===== config.mk =====
export PLATFORM = sky130hd
export DESIGN_NAME = uart_fb_loader
export DESIGN_NICKNAME = d
export VERILOG_FILES = /design/src/rtl/uart_fb_loader.sv
export SDC_FILE = /design/constraint.sdc
export NUM_CORES = 1
export LEC_CHECK = 0
export CAP_MARGIN = 20
export CORE_MARGIN = 5
export CORE_UTILIZATION = 35
export DETAILED_ROUTE_END_ITERATION = 7
export DONT_BUFFER_PORTS = 1
export MAX_ROUTING_LAYER = met4
export SLEW_MARGIN = 20
export SYNTH_ARGS = -nofsm -noshare
export SYNTH_HDL_FRONTEND = slang
export SYNTH_SLANG_ARGS = --single-unit

===== constraint.sdc =====
create_clock -name clk -period 2.4 [get_ports clk]
set_input_delay 0.24 -clock clk [delete_from_list [all_inputs] [get_ports clk]]
set_output_delay 0.24 -clock clk [all_outputs]
set_load 0.01 [all_outputs]

===== src/rtl/uart_fb_loader.sv =====
// rtl/uart_fb_loader.sv - UART (8N1) RGB565 pixel receiver driving a framebuffer BRAM write port
//
// Purpose: receives byte pairs on ser_rx, forms {hi_byte, lo_byte} pixels and writes them to
// consecutive framebuffer addresses 0..FB_DEPTH-1, wrapping back to 0. A long idle line
// (IDLE_CLKS cycles) re-aligns the host to pixel 0 and drops any pending high byte.
//
// Optional feature macro: UART_FB_LOADER_ACK_EN - when defined, each frame_done sends the
// byte 0x06 on ser_tx (8N1, BAUD). When not defined, ser_tx is tied high.
//
// Ports:
//   clk        in   system clock
//   resetn     in   asynchronous active-low reset
//   ser_rx     in   UART receive line, idle high, asynchronous to clk
//   ser_tx     out  UART transmit line (ack byte only)
//   fb_wen     out  one-cycle write strobe per pixel
//   fb_waddr   out  write address, holds its last value between writes
//   fb_wdata   out  RGB565 pixel {hi_byte, lo_byte}
//   frame_done out  one-cycle pulse together with the write to FB_DEPTH-1
//   frame_err  out  one-cycle pulse on a stop-bit framing error
module uart_fb_loader #(
  parameter int CLK_HZ    = 27000000,
  parameter int BAUD      = 115200,
  parameter int ADDR_W    = 14,
  parameter int FB_DEPTH  = 16200,
  parameter int IDLE_CLKS = 270000
) (
  input  logic              clk,
  input  logic              resetn,
  input  logic              ser_rx,
  output logic              ser_tx,
  output logic              fb_wen,
  output logic [ADDR_W-1:0] fb_waddr,
  output logic [15:0]       fb_wdata,
  output logic              frame_done,
  output logic              frame_err
);

  localparam int CPB    = CLK_HZ / BAUD;
  localparam int HALF   = CPB / 2;
  localparam int CNT_W  = $clog2(CPB + 1);
  localparam int IDLE_W = $clog2(IDLE_CLKS + 1);

  localparam logic [CNT_W-1:0]  CPB_M1    = CNT_W'(CPB - 1);
  localparam logic [CNT_W-1:0]  HALF_M1   = CNT_W'(HALF - 1);
  localparam logic [IDLE_W-1:0] IDLE_M1   = IDLE_W'(IDLE_CLKS - 1);
  localparam logic [IDLE_W-1:0] IDLE_MAX  = IDLE_W'(IDLE_CLKS);
  localparam logic [ADDR_W-1:0] LAST_ADDR = ADDR_W'(FB_DEPTH - 1);

  typedef enum logic [1:0] {
    S_IDLE  = 2'd0,
    S_START = 2'd1,
    S_DATA  = 2'd2,
    S_STOP  = 2'd3
  } rx_state_e;

  rx_state_e          state_q;
  logic               rx_s1_q, rx_s2_q, rx_s3_q;
  logic [CNT_W-1:0]   cnt_q;
  logic [2:0]         bit_idx_q;
  logic [7:0]         shift_q;
  logic [7:0]         hi_q;
  logic               phase_lo_q;
  logic [ADDR_W-1:0]  addr_q;
  logic [IDLE_W-1:0]  idle_cnt_q;
  logic               fb_wen_q, frame_done_q, frame_err_q;
  logic [ADDR_W-1:0]  fb_waddr_q;
  logic [15:0]        fb_wdata_q;

  logic start_edge_d;
  logic resync_d;

  // rx_s3_q is the previous synchronised sample; 1 -> 0 marks a start edge.
  assign start_edge_d = rx_s3_q & ~rx_s2_q;

  // The cycle in which the idle counter would reach IDLE_CLKS. A start edge in that same
  // cycle still resynchronises, because the line was high right up to the edge.
  assign resync_d = (state_q == S_IDLE) && (idle_cnt_q == IDLE_M1) &&
                    (rx_s2_q || start_edge_d);

  always_ff @(posedge clk or negedge resetn) begin
    if (!resetn) begin
      state_q      <= S_IDLE;
      rx_s1_q      <= 1'b1;
      rx_s2_q      <= 1'b1;
      rx_s3_q      <= 1'b1;
      cnt_q        <= '0;
      bit_idx_q    <= '0;
      shift_q      <= '0;
      hi_q         <= '0;
      phase_lo_q   <= 1'b0;
      addr_q       <= '0;
      idle_cnt_q   <= '0;
      fb_wen_q     <= 1'b0;
      frame_done_q <= 1'b0;
      frame_err_q  <= 1'b0;
      fb_waddr_q   <= '0;
      fb_wdata_q   <= '0;
    end else begin
      rx_s1_q      <= ser_rx;
      rx_s2_q      <= rx_s1_q;
      rx_s3_q      <= rx_s2_q;
      fb_wen_q     <= 1'b0;
      frame_done_q <= 1'b0;
      frame_err_q  <= 1'b0;

      case (state_q)
        S_IDLE: begin
          if (resync_d) begin
            addr_q     <= '0;
            phase_lo_q <= 1'b0;
          end
          if (start_edge_d) begin
            idle_cnt_q <= '0;
            cnt_q      <= '0;
            state_q    <= S_START;
          end else if (rx_s2_q && (idle_cnt_q != IDLE_MAX)) begin
            idle_cnt_q <= idle_cnt_q + 1'b1;
          end
        end

        S_START: begin
          if (cnt_q == HALF_M1) begin
            cnt_q     <= '0;
            bit_idx_q <= '0;
            // Line back high at mid start bit: treat as a glitch, no byte and no error.
            state_q   <= rx_s2_q ? S_IDLE : S_DATA;
          end else begin
            cnt_q <= cnt_q + 1'b1;
          end
        end

        S_DATA: begin
          if (cnt_q == CPB_M1) begin
            cnt_q   <= '0;
            shift_q <= {rx_s2_q, shift_q[7:1]};
            if (bit_idx_q == 3'd7) begin
              state_q <= S_STOP;
            end else begin
              bit_idx_q <= bit_idx_q + 1'b1;
            end
          end else begin
            cnt_q <= cnt_q + 1'b1;
          end
        end

        S_STOP: begin
          if (cnt_q == CPB_M1) begin
            cnt_q   <= '0;
            state_q <= S_IDLE;
            if (!rx_s2_q) begin
              frame_err_q <= 1'b1;
            end else if (!phase_lo_q) begin
              hi_q       <= shift_q;
              phase_lo_q <= 1'b1;
            end else begin
              fb_wen_q     <= 1'b1;
              fb_wdata_q   <= {hi_q, shift_q};
              fb_waddr_q   <= addr_q;
              frame_done_q <= (addr_q == LAST_ADDR);
              addr_q       <= (addr_q == LAST_ADDR) ? '0 : addr_q + 1'b1;
              phase_lo_q   <= 1'b0;
            end
          end else begin
            cnt_q <= cnt_q + 1'b1;
          end
        end

        default: state_q <= S_IDLE;
      endcase
    end
  end

  assign fb_wen     = fb_wen_q;
  assign fb_waddr   = fb_waddr_q;
  assign fb_wdata   = fb_wdata_q;
  assign frame_done = frame_done_q;
  assign frame_err  = frame_err_q;

`ifdef UART_FB_LOADER_ACK_EN
  // Ack transmitter: start bit goes out the cycle after frame_done. tx_sh_q holds the
  // remaining data bits plus the stop bit; a frame_done while busy is ignored.
  logic             tx_busy_q;
  logic             ser_tx_q;
  logic [3:0]       tx_bits_q;
  logic [8:0]       tx_sh_q;
  logic [CNT_W-1:0] tx_cnt_q;

  always_ff @(posedge clk or negedge resetn) begin
    if (!resetn) begin
      tx_busy_q <= 1'b0;
      ser_tx_q  <= 1'b1;
      tx_bits_q <= '0;
      tx_sh_q   <= '1;
      tx_cnt_q  <= '0;
    end else if (!tx_busy_q) begin
      if (frame_done_q) begin
        tx_busy_q <= 1'b1;
        ser_tx_q  <= 1'b0;
        tx_sh_q   <= {1'b1, 8'h06};
        tx_bits_q <= 4'd9;
        tx_cnt_q  <= '0;
      end
    end else if (tx_cnt_q == CPB_M1) begin
      tx_cnt_q <= '0;
      if (tx_bits_q == 4'd0) begin
        tx_busy_q <= 1'b0;
      end else begin
        ser_tx_q  <= tx_sh_q[0];
        tx_sh_q   <= {1'b1, tx_sh_q[8:1]};
        tx_bits_q <= tx_bits_q - 1'b1;
      end
    end else begin
      tx_cnt_q <= tx_cnt_q + 1'b1;
    end
  end

  assign ser_tx = ser_tx_q;
`else
  assign ser_tx = 1'b1;
`endif

endmodule


==> Word level (Yosys, flattened, before mapping) <==
Index checks and enable logic that the tools add are counted.
{ "word_totals": {"word_cells": 97, "register_bits": 99, "out_inout_bits": 34} }
{ "op_classes": {"reduce_logical": 17, "n_mux": 39, "addsub": 4, "n_bitwise": 3, "eq_ne": 18} }
{ "op_table": {"columns": ["op", "count"], "rows": [
  ["$mux 14", 5],
  ["$mux 19", 2],
  ["$pmux 14 s2", 1],
  ["$mux 8", 3],
  ["$pmux 8 s3", 1],
  ["$add 19x1->19 const B", 1],
  ["$eq 19x19->1 const B", 1],
  ["$ne 19x19->1 const B", 1],
  ["$ne 2x2->1 const B", 9],
  ["$reduce_and 4->1", 4],
  ["$mux 1", 15],
  ["$add 14x1->14 const B", 1],
  ["$eq 14x14->1 const B", 1],
  ["$mux 2", 6],
  ["$reduce_and 5->1", 2],
  ["$mux 3", 3],
  ["$add 8x1->8 const B", 1],
  ["$eq 8x7->1 const B", 1],
  ["$eq 8x8->1 const B", 1],
  ["$pmux 2 s4", 1],
  ["$pmux 3 s2", 1],
  ["$reduce_bool 2->1", 3],
  ["$eq 2x2->1 const B", 2],
  ["$reduce_and 2->1", 2],
  ["other kinds (10)", 13]
]} }

==> Logic depth before layout (Yosys ltp) <==
{ "depth": {"ltp_word": 6, "ltp_mapped": 9, "ltp_nobuf": 7} }

==> Worst setup path after synthesis <==
OpenSTA, ideal clock, no wires.
{ "synth_path": {"path_type": "reg2reg", "from": "reg cnt_q[1]", "to": "reg hi_q[0]", "period_less_slack_ns": 2.101, "slack_ns": 0.299, "t_required_ns": 2.275, "arrival_time_ns": 1.977, "n_path_buf": 1, "setup_ns": 0.125, "path_stages_with_launch": 8, "cell_sequence": "dfrtp_1 inv_1 ha_1 nand4bb_1 or2_2 buf_2 nor4_4 mux2_2"} }
{ "synth_via": {"elab_chain_len": 2} }
{ "synth_rtl": {"columns": ["item", "line_no", "text"], "rows": [
  ["start: declaration", "58", "logic [CNT_W-1:0] cnt_q;"],
  ["start signal: assignment", "128", "cnt_q <= cnt_q + 1'b1;"],
  ["start signal: assignment", "142", "cnt_q <= cnt_q + 1'b1;"],
  ["start signal: assignment", "164", "cnt_q <= cnt_q + 1'b1;"],
  ["$eq 8x8->1", "147", "if (cnt_q == CPB_M1) begin"],
  ["$reduce_and 4->1 (no source line)", null, null],
  ["end signal: assignment", "153", "hi_q <= shift_q;"],
  ["end: declaration", "61", "logic [7:0] hi_q;"]
]} }
No other way between the ends.
A chain may end at the register's enable or synchronous reset.

==> Worst setup path after layout <==
{ "layout_path": {"from": "reg cnt_q[1]", "to": "reg shift_q[6]"} }
{ "layout_via": {"elab_chain_len": 2} }
{ "layout_rtl": {"columns": ["item", "line_no", "text"], "rows": [
  ["$eq 8x8->1", "133", "if (cnt_q == CPB_M1) begin"],
  ["$reduce_and 2->1 (no source line)", null, null],
  ["end signal: assignment", "135", "shift_q <= {rx_s2_q, shift_q[7:1]};"],
  ["end: declaration", "60", "logic [7:0] shift_q;"]
]} }
No other way between the ends.

==> out/metrics.cfg <==
[status]
status=complete, but fails checks
violations=hold timing

[critical_path]
cp.arrival_ns=2.38
timing.rr.end=shift_q[6]
startpoint=cnt_q[1]
crit_chain=inv_1, ha_1, nand4bb_1, or2_2, nor2_2, mux2_2
path_delay_family=simple AND/OR/NAND/NOR gates
worst-path-buf-inv=1
reg2reg_slack_ns=0.25
rr_startpoint=cnt_q[1]
crit_end=shift_q[6]
critPathMaxFanout=8
required_ns=2.63
critPathMaxStageDelay_ns=0.43
startpoint_type=register
crit_path_end_kind=register
rr_worst_depth=6
crit_type=register to register
cp.depth=6
cpMaxStageDelayCell=or2_2

[routing]
dr.pass1.iters=5
num_vias=3295
drcViolationCount=0
via_per_inst=5.32
postRouteAntennaNets=0
wl_um=9310
drt_iter0_drc=395
routedWlPerCell_um=15.0

[power_and_ir_drop]
p_per_area_nw_per_um2=738
power.total_w=0.00389
irDropWorstVdd_mv=0.418
leakage_nw=2.29

[place]
gp_congestion=0.820
postPlaceCellArea_um2=4920
dp_slack_ns=0.230
port_buffers=0
dp_hpwl_um=6330

[layout]
regArea_um2=2480
design_area_um2=5270
fin_nets=449
fillCellCount=1258
area_delta_synth_final_pct=12.5
antenna_cells=0
drive_gt1_frac=0.205
multi_input_area_um2=2070

[grt]
grt_pass1_wl_um=16000
antenna_found_initial=0
overflow=0
track_usage=0.126
grt_max_degree=100
grt_pass1_vias=3204

[floorplan]
initial_utilization=0.355
core_area_um2=13200
die_h_um=126
die_w_um=126
dieArea_um2=15800
io_pins=37
row_count=42

[clocking]
cts_repair_resize_count=0
cts_sinks=99
root_buffer=clkbuf_16
cts_setup_buffers=0
cts_hold_buf=1
h-tree-depth=3
clk_latency_ns=0.35
path_clk_slew_ns=0.07
cts_tree=yes
cts_inserted_buffers=9
cts_buffer_depth=2

[synth]
synthFlopType=dfrtp_1
synth_async_sr_flop_share=1.00
synth-seq-cells=99
synth.avg_cell_area_um2=10.9
ys_seq_area_frac=0.530
yosysTopAreaCellShare=0.513
yosys-top-cells-count=dfrtp_1 (96), o21ai_0 (48), mux2_2 (47), nand2_1 (35), nor2_1 (31)
syn_nets=441
syn_inst=430
synth_top_area_cell=dfrtp_1
yosysMostFrequentCell=dfrtp_1
syn_area_um2=4680
yosys-top-cells-area=dfrtp_1 (51%), mux2_2 (11%), o21ai_0 (5.1%), nand2_1 (2.8%), nor2_1 (2.5%)
synth.distinct_cells=49
synth_edf_count=0
yosys_warnings=0

[job]
maxCapViolCount=0

[sta]
worst_pin_slew_ns=0.615
fin_ws_ns=0.253
finClkSkew_ns=0.00674
finalSetupViolCount=0
hold_ws_ns=-0.420
report.final.slew_viol_count=0
max_slew_margin=0.586
finalHoldViolations=99
fin_crit_ns=2.15
rsz0062_at_grt=false
totalNegativeSetupSlack_ns=0
fmax_mhz=466
period_share=0.895

[worst_hold_path]
hold_path_class=primary input to async pin

cells by family (layout without fill, tap and decap cells):
group | count (synthesis) | in the layout | synth area share
other cells | 1 | 1 | 0.000801
flops | 99 | 99 | 0.530
fa+ha+maj | 8 | 8 | 0.0214
compound gates | 94 | 94 | 0.126
mux | 47 | 47 | 0.113
buf+inv | 28 | 41 | 0.0275
xor+xnor | 3 | 3 | 0.00561
simple gates | 150 | 150 | 0.175
report_power, final:
| part | leakage (nW) | switching [W] | internal, W | total (W) |
|---|---|---|---|---|
| Sequential | 1.35 | 0.000128 | 0.00176 | 0.00188 |
| Clock | 0.165 | 0.000640 | 0.000955 | 0.00159 |
| Combinational | 0.773 | 0.000213 | 0.000194 | 0.000407 |
metal layers:
layer,part of all wire,up-vias,track usage
li1,-,1583,-
met4,0.019,0,0.0497
met2,0.45,78,0.187
met1,0.48,1619,0.169
met3,0.043,15,0.0296
met5,0,-,-
cell type report:
cell class	instances	area share
Sequential cell	99	0.471
Multi-Input combinational cell	303	0.393
Clock buffer	10	0.0454
Tap cell	176	0.0418
Timing Repair Buffer	14	0.0228
Clock inverter	6	0.0178
Inverter	11	0.00784
registers in the layout (all words and copies together), names as in the netlist, 3 cells and up, named ones only:
name and flops:
addr_q 14, bit_idx_q 3, cnt_q 8, fb_waddr 14
fb_wdata 16, hi_q 8, idle_cnt_q 19, shift_q 8
how the worst min path moves through the flow:
| stage | from | endpoint | slack, ns | depth (start not counted) |
|---|---|---|---|---|
| CTS | resetn | fb_waddr[10] | -0.43 | 0 |
| detailed placement | resetn | fb_waddr[10] | -0.05 | 0 |
| global placement | resetn | fb_waddr[10] | -0.05 | 0 |
| finish | resetn | fb_wen | -0.42 | 0 |
| global route | resetn | fb_waddr[10] | -0.43 | 0 |
| floorplan | resetn | async pin | -0.06 | 0 |
metrics by stage:
step           cells  utilization
2_1_floorplan    430            -
3_3_place_gp     602        0.373
3_5_place_dp     602        0.373
4_1_cts          619        0.399
5_1_grt          619        0.399
6_report         619        0.399
placed cells by master (no fill, tap or decap), types with 3 or more instances in the layout:
cell,n
a21o_1,5
a21oi_1,9
a31oi_1,6
and3_1,4
buf_4,12
clkbuf_16,9
dfrtp_1,96
dfstp_2,3
ha_1,8
inv_1,11
mux2_2,47
nand2_1,35
nand2b_1,9
nand3_1,19
nand4_1,7
nor2_1,31
nor2b_1,4
nor3_1,8
nor3b_1,5
nor4_1,7
nor4_4,3
o21ai_0,48
o31ai_1,10
o41ai_1,5
or2_2,3
or4_1,3
Power figures use the tool's default switching activity.
